<file path="config.mk">
export PLATFORM = sky130hd
export DESIGN_NAME = hazard_ctrl
export DESIGN_NICKNAME = d
export VERILOG_FILES = /design/src/rtl/hazard_ctrl.sv
export SDC_FILE = /design/constraint.sdc
export NUM_CORES = 1
export LEC_CHECK = 0
export CAP_MARGIN = 20
export CORE_AREA = 10 10 72 74
export CTS_CLUSTER_DIAMETER = 100
export DETAILED_ROUTE_END_ITERATION = 10
export DIE_AREA = 0 0 82 84
export PLACE_DENSITY_LB_ADDON = 0.15
export REMOVE_ABC_BUFFERS = 1
export SETUP_SLACK_MARGIN = 0.4
export SLEW_MARGIN = 10
export SYNTH_ARGS = -nofsm -noshare
export SYNTH_HDL_FRONTEND = slang
export SYNTH_SLANG_ARGS = --single-unit
</file>
<file path="constraint.sdc">
create_clock -name clk -period 1.5 [get_ports clk]
set_input_delay 0.3 -clock clk [delete_from_list [all_inputs] [get_ports clk]]
set_output_delay 0.3 -clock clk [all_outputs]
set_load 0.03 [all_outputs]
</file>
<file path="src/rtl/hazard_ctrl.sv">
// Load-use / RAW hazard and memory-busy freeze controller; outputs are combinational, zero latency.
// Build with HAZARD_FWD_EN defined when a forwarding unit is present (only load-use then stalls).
module hazard_ctrl #(
    parameter int MEM_TIMEOUT = 255,
    parameter int STALL_W     = 16
) (
    input  logic               clk,
    input  logic               rst,
    input  logic [2:0]         id_src1_num,
    input  logic               id_src1_used,
    input  logic [3:0]         id_src2_num,
    input  logic               id_src2_used,
    input  logic [3:0]         ex_dst_num,
    input  logic               ex_wb_en,
    input  logic               ex_m2r,
    input  logic [3:0]         mem_dst_num,
    input  logic               mem_wb_en,
    input  logic               mem_busy,
    output logic               pc_write,
    output logic               ifid_write,
    output logic               idex_flush,
    output logic               exmem_write,
    output logic               fu_enable,
    output logic               mem_err,
    output logic [STALL_W-1:0] stall_cnt,
    output logic [1:0]         state
);

`ifdef HAZARD_FWD_EN
    localparam logic FWD = 1'b1;
`else
    localparam logic FWD = 1'b0;
`endif

    localparam logic [7:0] TMO = 8'(MEM_TIMEOUT);

    typedef enum logic [1:0] {
        RUN      = 2'b00,
        MEM_WAIT = 2'b01,
        FAULT    = 2'b10
    } state_t;

    state_t               state_q, state_d;
    logic [7:0]           tmo_q, tmo_d;
    logic [STALL_W-1:0]   stall_q, stall_d;
    logic                 m_ex, m_mem, hz;

    assign m_ex  = (id_src1_used & ex_wb_en & ({1'b0, id_src1_num} == ex_dst_num)) |
                   (id_src2_used & ex_wb_en & (id_src2_num == ex_dst_num));
    assign m_mem = (id_src1_used & mem_wb_en & ({1'b0, id_src1_num} == mem_dst_num)) |
                   (id_src2_used & mem_wb_en & (id_src2_num == mem_dst_num));

    // With forwarding only a load in EX must stall; without it any EX/MEM producer does.
    assign hz = (m_ex & (ex_m2r | ~FWD)) | (m_mem & ~FWD);

    always_comb begin
        state_d     = state_q;
        pc_write    = 1'b1;
        ifid_write  = 1'b1;
        idex_flush  = 1'b0;
        exmem_write = 1'b1;
        case (state_q)
            RUN, MEM_WAIT: begin
                if (mem_busy) begin
                    pc_write    = 1'b0;
                    ifid_write  = 1'b0;
                    exmem_write = 1'b0;
                    state_d     = MEM_WAIT;
                end else begin
                    state_d = RUN;
                    if (hz) begin
                        pc_write   = 1'b0;
                        ifid_write = 1'b0;
                        idex_flush = 1'b1;
                    end
                end
            end
            default: begin
                pc_write    = 1'b0;
                ifid_write  = 1'b0;
                exmem_write = 1'b0;
                state_d     = FAULT;
            end
        endcase
        if (mem_busy && (tmo_q == TMO)) begin
            state_d = FAULT;
        end
        // Reset forces the safe pattern straight away, without waiting for a clock.
        if (!rst) begin
            pc_write    = 1'b0;
            ifid_write  = 1'b0;
            idex_flush  = 1'b1;
            exmem_write = 1'b0;
        end
    end

    always_comb begin
        tmo_d = 8'd0;
        if (mem_busy) begin
            tmo_d = (tmo_q == 8'hFF) ? tmo_q : tmo_q + 8'd1;
        end
        stall_d = stall_q;
        if (!pc_write && (stall_q != {STALL_W{1'b1}})) begin
            stall_d = stall_q + STALL_W'(1);
        end
    end

    always_ff @(posedge clk or negedge rst) begin
        if (!rst) begin
            state_q <= RUN;
            tmo_q   <= 8'd0;
            stall_q <= '0;
        end else begin
            state_q <= state_d;
            tmo_q   <= tmo_d;
            stall_q <= stall_d;
        end
    end

    assign fu_enable = rst & FWD;
    assign mem_err   = (state_q == FAULT);
    assign stall_cnt = stall_q;
    assign state     = state_q;

endmodule

</file>
==> results of run 1 <==
[final timing paths]
path | from | endpoint | slack (ns) | depth (start not counted)
setup / recovery | id_src1_used | idex_flush | -0.29 | 7
hold / removal | rst | stall_cnt[14]$_DFFE_PN0P_ | 0.22 | 2
setup reg to reg | stall_cnt[9]$_DFFE_PN0P_ | stall_cnt[1]$_DFFE_PN0P_ | -0.21 | 6
hold reg to reg | stall_cnt[13]$_DFFE_PN0P_ | stall_cnt[13]$_DFFE_PN0P_ | 0.53 | 1
max in group asynchronous | rst | state[0]$_DFF_PN0_ | 1.02 | 2
min in group clk | stall_cnt[13]$_DFFE_PN0P_ | stall_cnt[13]$_DFFE_PN0P_ | 0.53 | 1
[logic make-up (layout without fill, tap and decap cells)]
kind of cell             Yosys count  in the layout  share of synthesized area, %
XOR/XNOR                          29             29                          17.1
other                              1              1                         0.253
adder cells (fa/ha/maj)            2              2                          1.69
flip-flops                        26             26                          43.9
AO/OA/AOI/OAI                     13             13                          5.57
multiplexers                       3              3                          2.53
AND/OR/NAND/NOR                   63             63                          26.8
buffers and inverters              6            109                          2.11
[per-stage QoR]
step	setup slack (ns)	setup TNS, ns	hold WS [ns]	cells	utilization [%]
3_3_place_gp	-0.715	-13.49	0.496	266	56.8
2_1_floorplan	-1.20	-16.26	0.00441	140	-
4_1_cts	-0.295	-1.83	0.236	287	65.9
6_report	-0.294	-2.02	0.223	296	73.3
3_5_place_dp	-0.739	-13.75	0.509	266	56.8
5_1_grt	-0.350	-3.19	0.257	296	73.3
[critical path, stage by stage]
cell	delay [ns]
dlygate4sd2_1	0.23
nand2_1	0.07
nor3_2	0.21
a31oi_2	0.13
a311o_1	0.33
nand2_1	0.09
buf_6	0.13
[metal layers]
metal	vias to the layer above	GRT usage (%)	share of wire, %	routed length, um
met5	-	0	0	0
met4	0	4.33	3.3	171
met3	15	2.05	3.5	181
met2	40	26.2	56	2900
met1	754	15.1	37	1950
li1	712	-	-	-
[area by class of cell]
type	instances	area share, %
clock buffer	4	1.95
timing repair buffer	102	34.0
sequential	26	23.0
tap	50	2.21
inverter	3	0.398
multi-input combinational	111	38.5
[registers in the layout (all words and copies together) (netlist names)]
signal,count
state,2
tmo_q,8
stall_cnt,16
[cells in the final DEF (no fill, tap or decap), types with 2 or more instances in the layout]
| cell | instances |
|---|---|
| nor2b_1 | 2 |
| nor2_1 | 6 |
| dlygate4sd2_1 | 6 |
| buf_4 | 33 |
| buf_2 | 5 |
| xor2_2 | 5 |
| buf_6 | 52 |
| nand4_1 | 10 |
| a21oi_1 | 2 |
| nand3_4 | 2 |
| nand2_1 | 5 |
| a21oi_2 | 2 |
| xnor2_2 | 3 |
| and4_4 | 2 |
| clkbuf_8 | 4 |
| inv_1 | 2 |
| nor3_2 | 4 |
| clkbuf_2 | 3 |
| nand2_4 | 4 |
| dfrtp_1 | 26 |
| mux2_4 | 2 |
| a31oi_4 | 2 |
| and3_4 | 6 |
| nand3_2 | 4 |
| xnor2_1 | 11 |
| xor2_1 | 10 |
| and3_2 | 3 |
[power groups by stage]
stage / Sequential, mW / Combinational [mW] / Clock, mW
final: 0.931 / 1.41 / 0.462
after global routing: 0.947 / 1.50 / 0.510
after CTS: 0.907 / 1.25 / 0.471
after detailed placement: 0.905 / 1.08 / 0
after global placement: 0.897 / 1.06 / 0
after floorplan: 1.14 / 0.290 / 0
[what timing repair did]
item	4_1_cts	5_1_grt
endpoints found under the setup margin	49	49
pin swaps	28	35
gates resized for setup	220	53
cloned	1	0
buffers inserted	16	9
==> results.ini, run 1 <==
[outcome]
outcome=complete, but fails checks
violations=setup timing

[yosys]
synth.most_common_cell=dfrtp_1
syn_avg_cell_area_um2=10.4
synth_top_cell_by_area=dfrtp_1
yosys_warnings=0
synth_cell_types=37
synth_enable_flop_cells=0
netlist_area_um2=1480
async_reset_ff_share_pct=100
postSynthCellCount=143
synth_top_area_share_pct=43.9
synth_top_flop_cell=dfrtp_1
yosysSeqAreaShare_pct=43.9
synthTopCellsByCount=dfrtp_1, xor2_1, xnor2_1
synth-seq-cells=26
synth_area_leaders=dfrtp_1, xor2_1, xnor2_1, nand4_1, nand3_1

[place]
dpl.hpwl_mm=3.25
portBuffers=44
placed_cell_area_um2=2190
finalWeightedCongestion=0.787

[floorplanning]
start_util_pct=38.4
fp.dieH_um=84
fp-row-count=23
io_pins=47
fp.coreArea_um2=3860
fp.dieArea_um2=6890
die_w_um=82

[clock_network]
cts_max_level=1
ctsHoldBuffers=0
clock-sinks=26
cts_buffers=3
worst_skew_pair.late_latency_ns=0.28
tritoncts=yes
clkTransAtPathRegs_ns=0.10
cts_buffer_depth=2
cts_root_buffer=clkbuf_8

[timing]
fin_crit_ns=1.79
fmax_mhz=557
rsz0062_at_grt=yes
fin_ws_ns=-0.294
report.final.slew_viol_count=0
clock_skew_ns=0.00972
hold_viol_final=0
setup_viol=19
min_period_over_period_pct=120

[setup_path]
critPathLaunchType=primary input
cp.required_ns=1.20
cp-end-kind=output pin
worstPathArrival_ns=1.49
crit_type=in2out
crit_path_max_fanout=2

[power]
net-switching-power_mw=1.02
clockPowerShare_pct=16.5
ir_drop_v=0.000475
p_leak_nw=1.34
power.share.sequential_pct=33.2
swShare_pct=36.3
total_power_mw=2.81
comb_power_share_pct=50.4
p_int_mw=1.79
p_per_area_nw_per_um2=992

[drt]
drt_iter0_drc=71
vias_per_cell=5.14
wl_per_cell_um=17.6
wl_mm=5.20
ant_nets=0
num_vias=1521
remaining_drc_errors=0
dr.pass1.iters=4

[layout]
syn_to_final_growth_pct=90.7
seq_area_um2=651
fin_area_um2=2830
fillers=266
multi_input_area_um2=1090
num_antenna_cells=0
drive_above_1_share_pct=63.0
finish.net_count=272

[run]
drv_cap=0

[min_path]
min_path_type=in2async

[grt]
antenna_found_initial=0
grt.overflow.total=0
grt_max_degree=28
grt_pass1_vias=1605
grt_pass1_wl_mm=7.74
globalRouteTotalUtil_pct=14.0

Note: power is estimated with default switching activity, not from simulation.
==> inputs of run 2 (changes only) <==
==> constraint.sdc (replaced) <==
create_clock -name clk -period 1.5 [get_ports clk]
set_input_delay 0.3 -clock clk [delete_from_list [all_inputs] [get_ports clk]]
set_output_delay 0.3 -clock clk [all_outputs]
set_load 0.1 [all_outputs]
==> results.ini, run 2 (synthesis gave the netlist of run 1 again) <==
[power]
ir_drop_v=0.000617
comb_power_share_pct=60.6
clockPowerShare_pct=15.5
p_leak_nw=1.43
net-switching-power_mw=1.71
swShare_pct=44.0
power.share.sequential_pct=23.9
total_power_mw=3.88
p_per_area_nw_per_um2=1250
p_int_mw=2.17

[layout]
mostFrequentLayoutCell=buf_6
drive_above_1_share_pct=62.4
finish.net_count=276
seq_area_um2=651
fillers=221
num_antenna_cells=0
syn_to_final_growth_pct=109
layout_common_cells=buf_6, buf_4, dfrtp_1, buf_12, xnor2_1
largest_reg_flops=16
multi_input_area_um2=1050

[outcome]
violations=setup timing
outcome=complete, but fails checks

[setup_path]
worstPathArrival_ns=1.58
reg2reg_depth=7
r2r_setup_slack_ns=-0.22
r2r_end=stall_cnt[1]$_DFFE_PN0P_
r2r_start=state[1]$_DFF_PN0_
crit_type=in2out
critPathLaunchType=primary input
cp-end-kind=output pin
cp.required_ns=1.20
crit_path_max_fanout=2

[drt]
vias_per_cell=5.23
drt_iter0_drc=83
ant_nets=0
dr.pass1.iters=4
wl_mm=5.81
num_vias=1570
remaining_drc_errors=0
wl_per_cell_um=19.4

[run]
drv_cap=0

[timing]
fmax_mhz=532
fin_ws_ns=-0.378
clock_skew_ns=0.00237
min_period_over_period_pct=125
hold_viol_final=0
report.final.slew_viol_count=0
setup_viol=21
fin_crit_ns=1.88
rsz0062_at_grt=yes

[clock_network]
tritoncts=yes
clkTransAtPathRegs_ns=0.10
cts_buffer_depth=2
cts_root_buffer=clkbuf_8
clock-sinks=26
cts_max_level=1
worst_skew_pair.late_latency_ns=0.28
cts_buffers=3

[place]
dpl.hpwl_mm=3.51
portBuffers=44
pre_cts_slack_ns=-0.860
finalWeightedCongestion=0.809

[floorplanning]
fp.dieH_um=84
start_util_pct=38.4
fp.dieArea_um2=6890
fp-row-count=23
die_w_um=82
io_pins=47
fp.coreArea_um2=3860

[grt]
grt_pass1_wl_mm=8.62
grt_pass1_vias=1742
grt_max_degree=28
antenna_found_initial=0
globalRouteTotalUtil_pct=15.8
grt.overflow.total=0

[min_path]
min_path_type=in2async

## run 2: how the worst max path moves through the flow
stage,cells past startpoint,endpoint,slack [ns],startpoint
3_3_place_gp,7,idex_flush,-0.76,id_src2_num[3]
3_5_place_dp,7,idex_flush,-0.86,id_src2_num[1]
4_1_cts,7,idex_flush,-0.37,ex_dst_num[3]
2_1_floorplan,3,ifid_write,-4.30,state[1]$_DFF_PN0_
5_1_grt,7,idex_flush,-0.44,ex_wb_en
6_report,7,idex_flush,-0.38,ex_dst_num[1]
## run 2: per-layer routing
metal,GRT usage [%],vias up,wire length (um)
met5,0,-,0
met4,4.64,0,78
met3,2.37,8,155
met2,30.0,26,3270
met1,16.9,816,2300
li1,-,720,-
## run 2: layout make-up
cell class / count / area share [%]
Tap cell: 50 / 2.02
Sequential cell: 26 / 21.0
Clock inverter: 1 / 0.970
Inverter: 3 / 0.444
Multi-Input combinational cell: 111 / 34.1
Clock buffer: 3 / 1.33
Timing Repair Buffer: 106 / 40.2
## run 2: critical path, stage by stage
cell     delay [ns]
buf_8          0.10
xor2_2         0.17
nor3_2         0.23
nand4_1        0.16
a311o_1        0.35
nand2_2        0.09
buf_12         0.17
## run 2: what timing repair did
action,4_1_cts,5_1_grt
gates cloned,1,0
hold buffers,0,0
setup endpoints to repair,49,49
gates resized for setup,142,22
buffers inserted,18,5
pin swaps,49,17
## run 2: power groups by stage
stage / combinational [mW] / clock, mW / sequential (mW)
2_1_floorplan: 0.336 / 0 / 1.69
3_3_place_gp: 1.99 / 0 / 0.900
3_5_place_dp: 2.03 / 0 / 0.912
4_1_cts: 2.24 / 0.594 / 0.916
5_1_grt: 2.45 / 0.647 / 0.941
6_report: 2.35 / 0.600 / 0.929
## run 2: through the flow
step,setup TNS [ns],hold WS (ns),std cells,utilization [%],area (um2)
final,-4.05,0.244,300,80.3,3100
after CTS,-2.41,0.230,295,76.5,2950
after floorplan,-62.44,0.00441,140,-,1460
after global routing,-5.56,0.242,300,80.3,3100
after global placement,-13.19,0.524,272,64.3,2480
after detailed placement,-15.09,0.541,272,64.3,2480
==> inputs of run 3 (changes only) <==
==> config.mk (replaced) <==
export PLATFORM = sky130hd
export DESIGN_NAME = hazard_ctrl
export DESIGN_NICKNAME = d
export VERILOG_FILES = /design/src/rtl/hazard_ctrl.sv
export SDC_FILE = /design/constraint.sdc
export NUM_CORES = 1
export LEC_CHECK = 0
export ABC_AREA = 1
export CAP_MARGIN = 20
export CORE_AREA = 10 10 76 78
export CTS_CLUSTER_DIAMETER = 100
export CTS_CLUSTER_SIZE = 24
export DETAILED_ROUTE_END_ITERATION = 10
export DIE_AREA = 0 0 86 88
export PLACE_DENSITY_LB_ADDON = 0.15
export REMOVE_ABC_BUFFERS = 1
export SETUP_SLACK_MARGIN = 0.4
export SLEW_MARGIN = 0
export SYNTH_ARGS = -nofsm -noshare
export SYNTH_HDL_FRONTEND = slang
export SYNTH_SLANG_ARGS = --single-unit
==> results.ini, run 3 <==
[yosys]
yosysSeqAreaShare_pct=37.1
async_reset_ff_share_pct=100
synth_top_flop_cell=dfrtp_1
synthTopCellsByCount=nand2_1, nand3_1, dfrtp_1, inv_1, nor2_1
synth.most_common_cell=nand2_1
synth_enable_flop_cells=0
synth_top_cell_by_area=dfrtp_1
synth_top_area_share_pct=37.1
postSynthCellCount=246
synth-seq-cells=26
synth_area_leaders=dfrtp_1, nand2_1, nand3_1, inv_1, nor2_1
yosys_warnings=0
syn_avg_cell_area_um2=7.13
netlist_area_um2=1750
synth_cell_types=29

[drt]
ant_nets=0
dr.pass1.iters=4
wl_per_cell_um=17.4
remaining_drc_errors=0
drt_iter0_drc=168
vias_per_cell=5.23
wl_mm=7.21
num_vias=2169

[run]
drv_cap=0

[clock_network]
cts_buffer_depth=2
cts_buffers=3
cts_max_level=1
worst_skew_pair.late_latency_ns=0.28
clock-sinks=26
clkTransAtPathRegs_ns=0.10
tritoncts=yes
cts_root_buffer=clkbuf_8

[setup_path]
crit_chain=buf_8, inv_2, nand2_2, nand3_2, nor2_1, nand2_1, nand2_2, nor2_4, o21ai_1, buf_4, buf_12
worstPathArrival_ns=1.35
cp.required_ns=1.20
cp_top_family=simple AND/OR/NAND/NOR gates
r2r_start=tmo_q[1]$_DFFE_PN0N_
critPathMaxStageDelay_ns=0.16
endpoint=idex_flush
path_common_cell=nand2_2
reg2reg_depth=8
path_buf_inv=4
cp-end-kind=output pin
crit_path_top_delay_cell=buf_12
r2r_end=tmo_q[0]$_DFFE_PN0N_
cp.depth=11
r2r_setup_slack_ns=-0.08
crit_path_max_fanout=3
crit_type=in2out
critPathLaunchType=primary input
critPathLaunch=mem_dst_num[1]

[floorplanning]
io_pins=47
die_w_um=86
fp.dieArea_um2=7570
fp.dieH_um=88
fp-row-count=24
start_util_pct=40.8
fp.coreArea_um2=4290

[timing]
report.final.slew_viol_count=0
fin_crit_ns=1.65
fin_ws_ns=-0.147
setup_viol=19
whs_ns=0.0985
clock_skew_ns=0.0103
hold_viol_final=0
fmax_mhz=607
fin_setup_tns_ns=-0.902
rsz0062_at_grt=yes
min_period_over_period_pct=110

[place]
dpl.hpwl_mm=3.58
finalWeightedCongestion=0.799
portBuffers=44
pre_cts_slack_ns=-0.571

[layout]
finish.net_count=389
fillers=240
syn_to_final_growth_pct=103
largest_reg_flops=16
layout_common_cells=nand2_1, buf_6, buf_4, nand2_2, dfrtp_1
num_antenna_cells=0
mostFrequentLayoutCell=nand2_1
drive_above_1_share_pct=58.1

[grt]
grt_max_degree=20
antenna_found_initial=0
grt.overflow.total=0
grt_pass1_vias=2046
grt_pass1_wl_mm=9.89
globalRouteTotalUtil_pct=15.7

[outcome]
violations=setup timing
outcome=complete, but fails checks

[min_path]
min_path_type=in2async

[power]
ir_drop_v=0.000352
p_leak_nw=1.74
p_per_area_nw_per_um2=439

==> run 3: power breakdown <==
part	switching, mW	internal [mW]	leakage (nW)
Combinational	0.130	0.115	1.36
Clock	0.239	0.357	0.0357
Sequential	0.0104	0.707	0.338
Total	0.379	1.18	1.74
==> run 3: what timing repair did <==
| item | CTS | global route |
|---|---|---|
| gates resized for setup | 188 | 41 |
| pin swaps | 45 | 35 |
| hold buffers | 0 | 0 |
| cloned | 2 | 0 |
| setup endpoints to repair | 49 | 49 |
| buffers inserted | 21 | 16 |
==> run 3: kinds of logic after synthesis <==
logic type               count (synthesis)  share of synthesized area (%)
XOR/XNOR                                17                           8.49
adder cells (fa/ha/maj)                  2                           1.43
multiplexers                             1                          0.571
other                                    1                          0.214
AND/OR/NAND/NOR                        152                           39.5
AO/OA/AOI/OAI                           13                           4.35
buffers and inverters                   34                           8.35
flip-flops                              26                           37.1
==> run 3: worst min-delay path by stage <==
stage / to / start / slack, ns / cells past startpoint
floorplan: stall_cnt[0]$_DFFE_PN0P_ / rst / 0.004 / 0
global placement: state[1]$_DFF_PN0_ / state[1]$_DFF_PN0_ / 0.49 / 2
detailed placement: tmo_q[2]$_DFFE_PN0N_ / tmo_q[2]$_DFFE_PN0N_ / 0.50 / 1
CTS: tmo_q[7]$_DFFE_PN0N_ / rst / 0.10 / 2
global route: tmo_q[7]$_DFFE_PN0N_ / rst / 0.1 / 2
finish: tmo_q[7]$_DFFE_PN0N_ / rst / 0.1 / 2
==> run 3: worst reg2reg max path: cells and delay by family (launching register included) <==
family	cells	cell delay, ns
adder cells (fa/ha/maj)	1	0.18
buffers and inverters	1	0.13
AND/OR/NAND/NOR	5	0.57
multiplexers	1	0.19
flip-flops	1	0.43
==> run 3: routing by layer <==
| metal | wire [um] | vias up | GRT usage (%) |
|---|---|---|---|
| met5 | 0 | - | 0 |
| met4 | 126 | 0 | 3.29 |
| met3 | 475 | 17 | 4.27 |
| met2 | 3660 | 78 | 27.6 |
| met1 | 2950 | 1062 | 18.6 |
| li1 | - | 1012 | - |
==> run 3: layout make-up <==
| type | instances | area (um2) | share of cell area [%] |
|---|---|---|---|
| multi-input combinational | 188 | 1310 | 36.9 |
| clock inverter | 1 | 30.0 | 0.845 |
| tap | 52 | 65.1 | 1.83 |
| clock buffer | 3 | 41.3 | 1.16 |
| inverter | 28 | 110 | 3.10 |
| timing repair buffer | 117 | 1340 | 37.8 |
| sequential | 26 | 653 | 18.4 |
==> run 3: metrics by stage <==
step	power (mW)	area [um2]	std cells	utilization, %
after floorplan	0.806	1710	240	-
after global placement	0.924	2720	372	63.3
after detailed placement	0.926	2720	372	63.3
after CTS	1.53	3270	399	76.2
after global routing	1.62	3550	415	82.7
final	1.56	3550	415	82.7
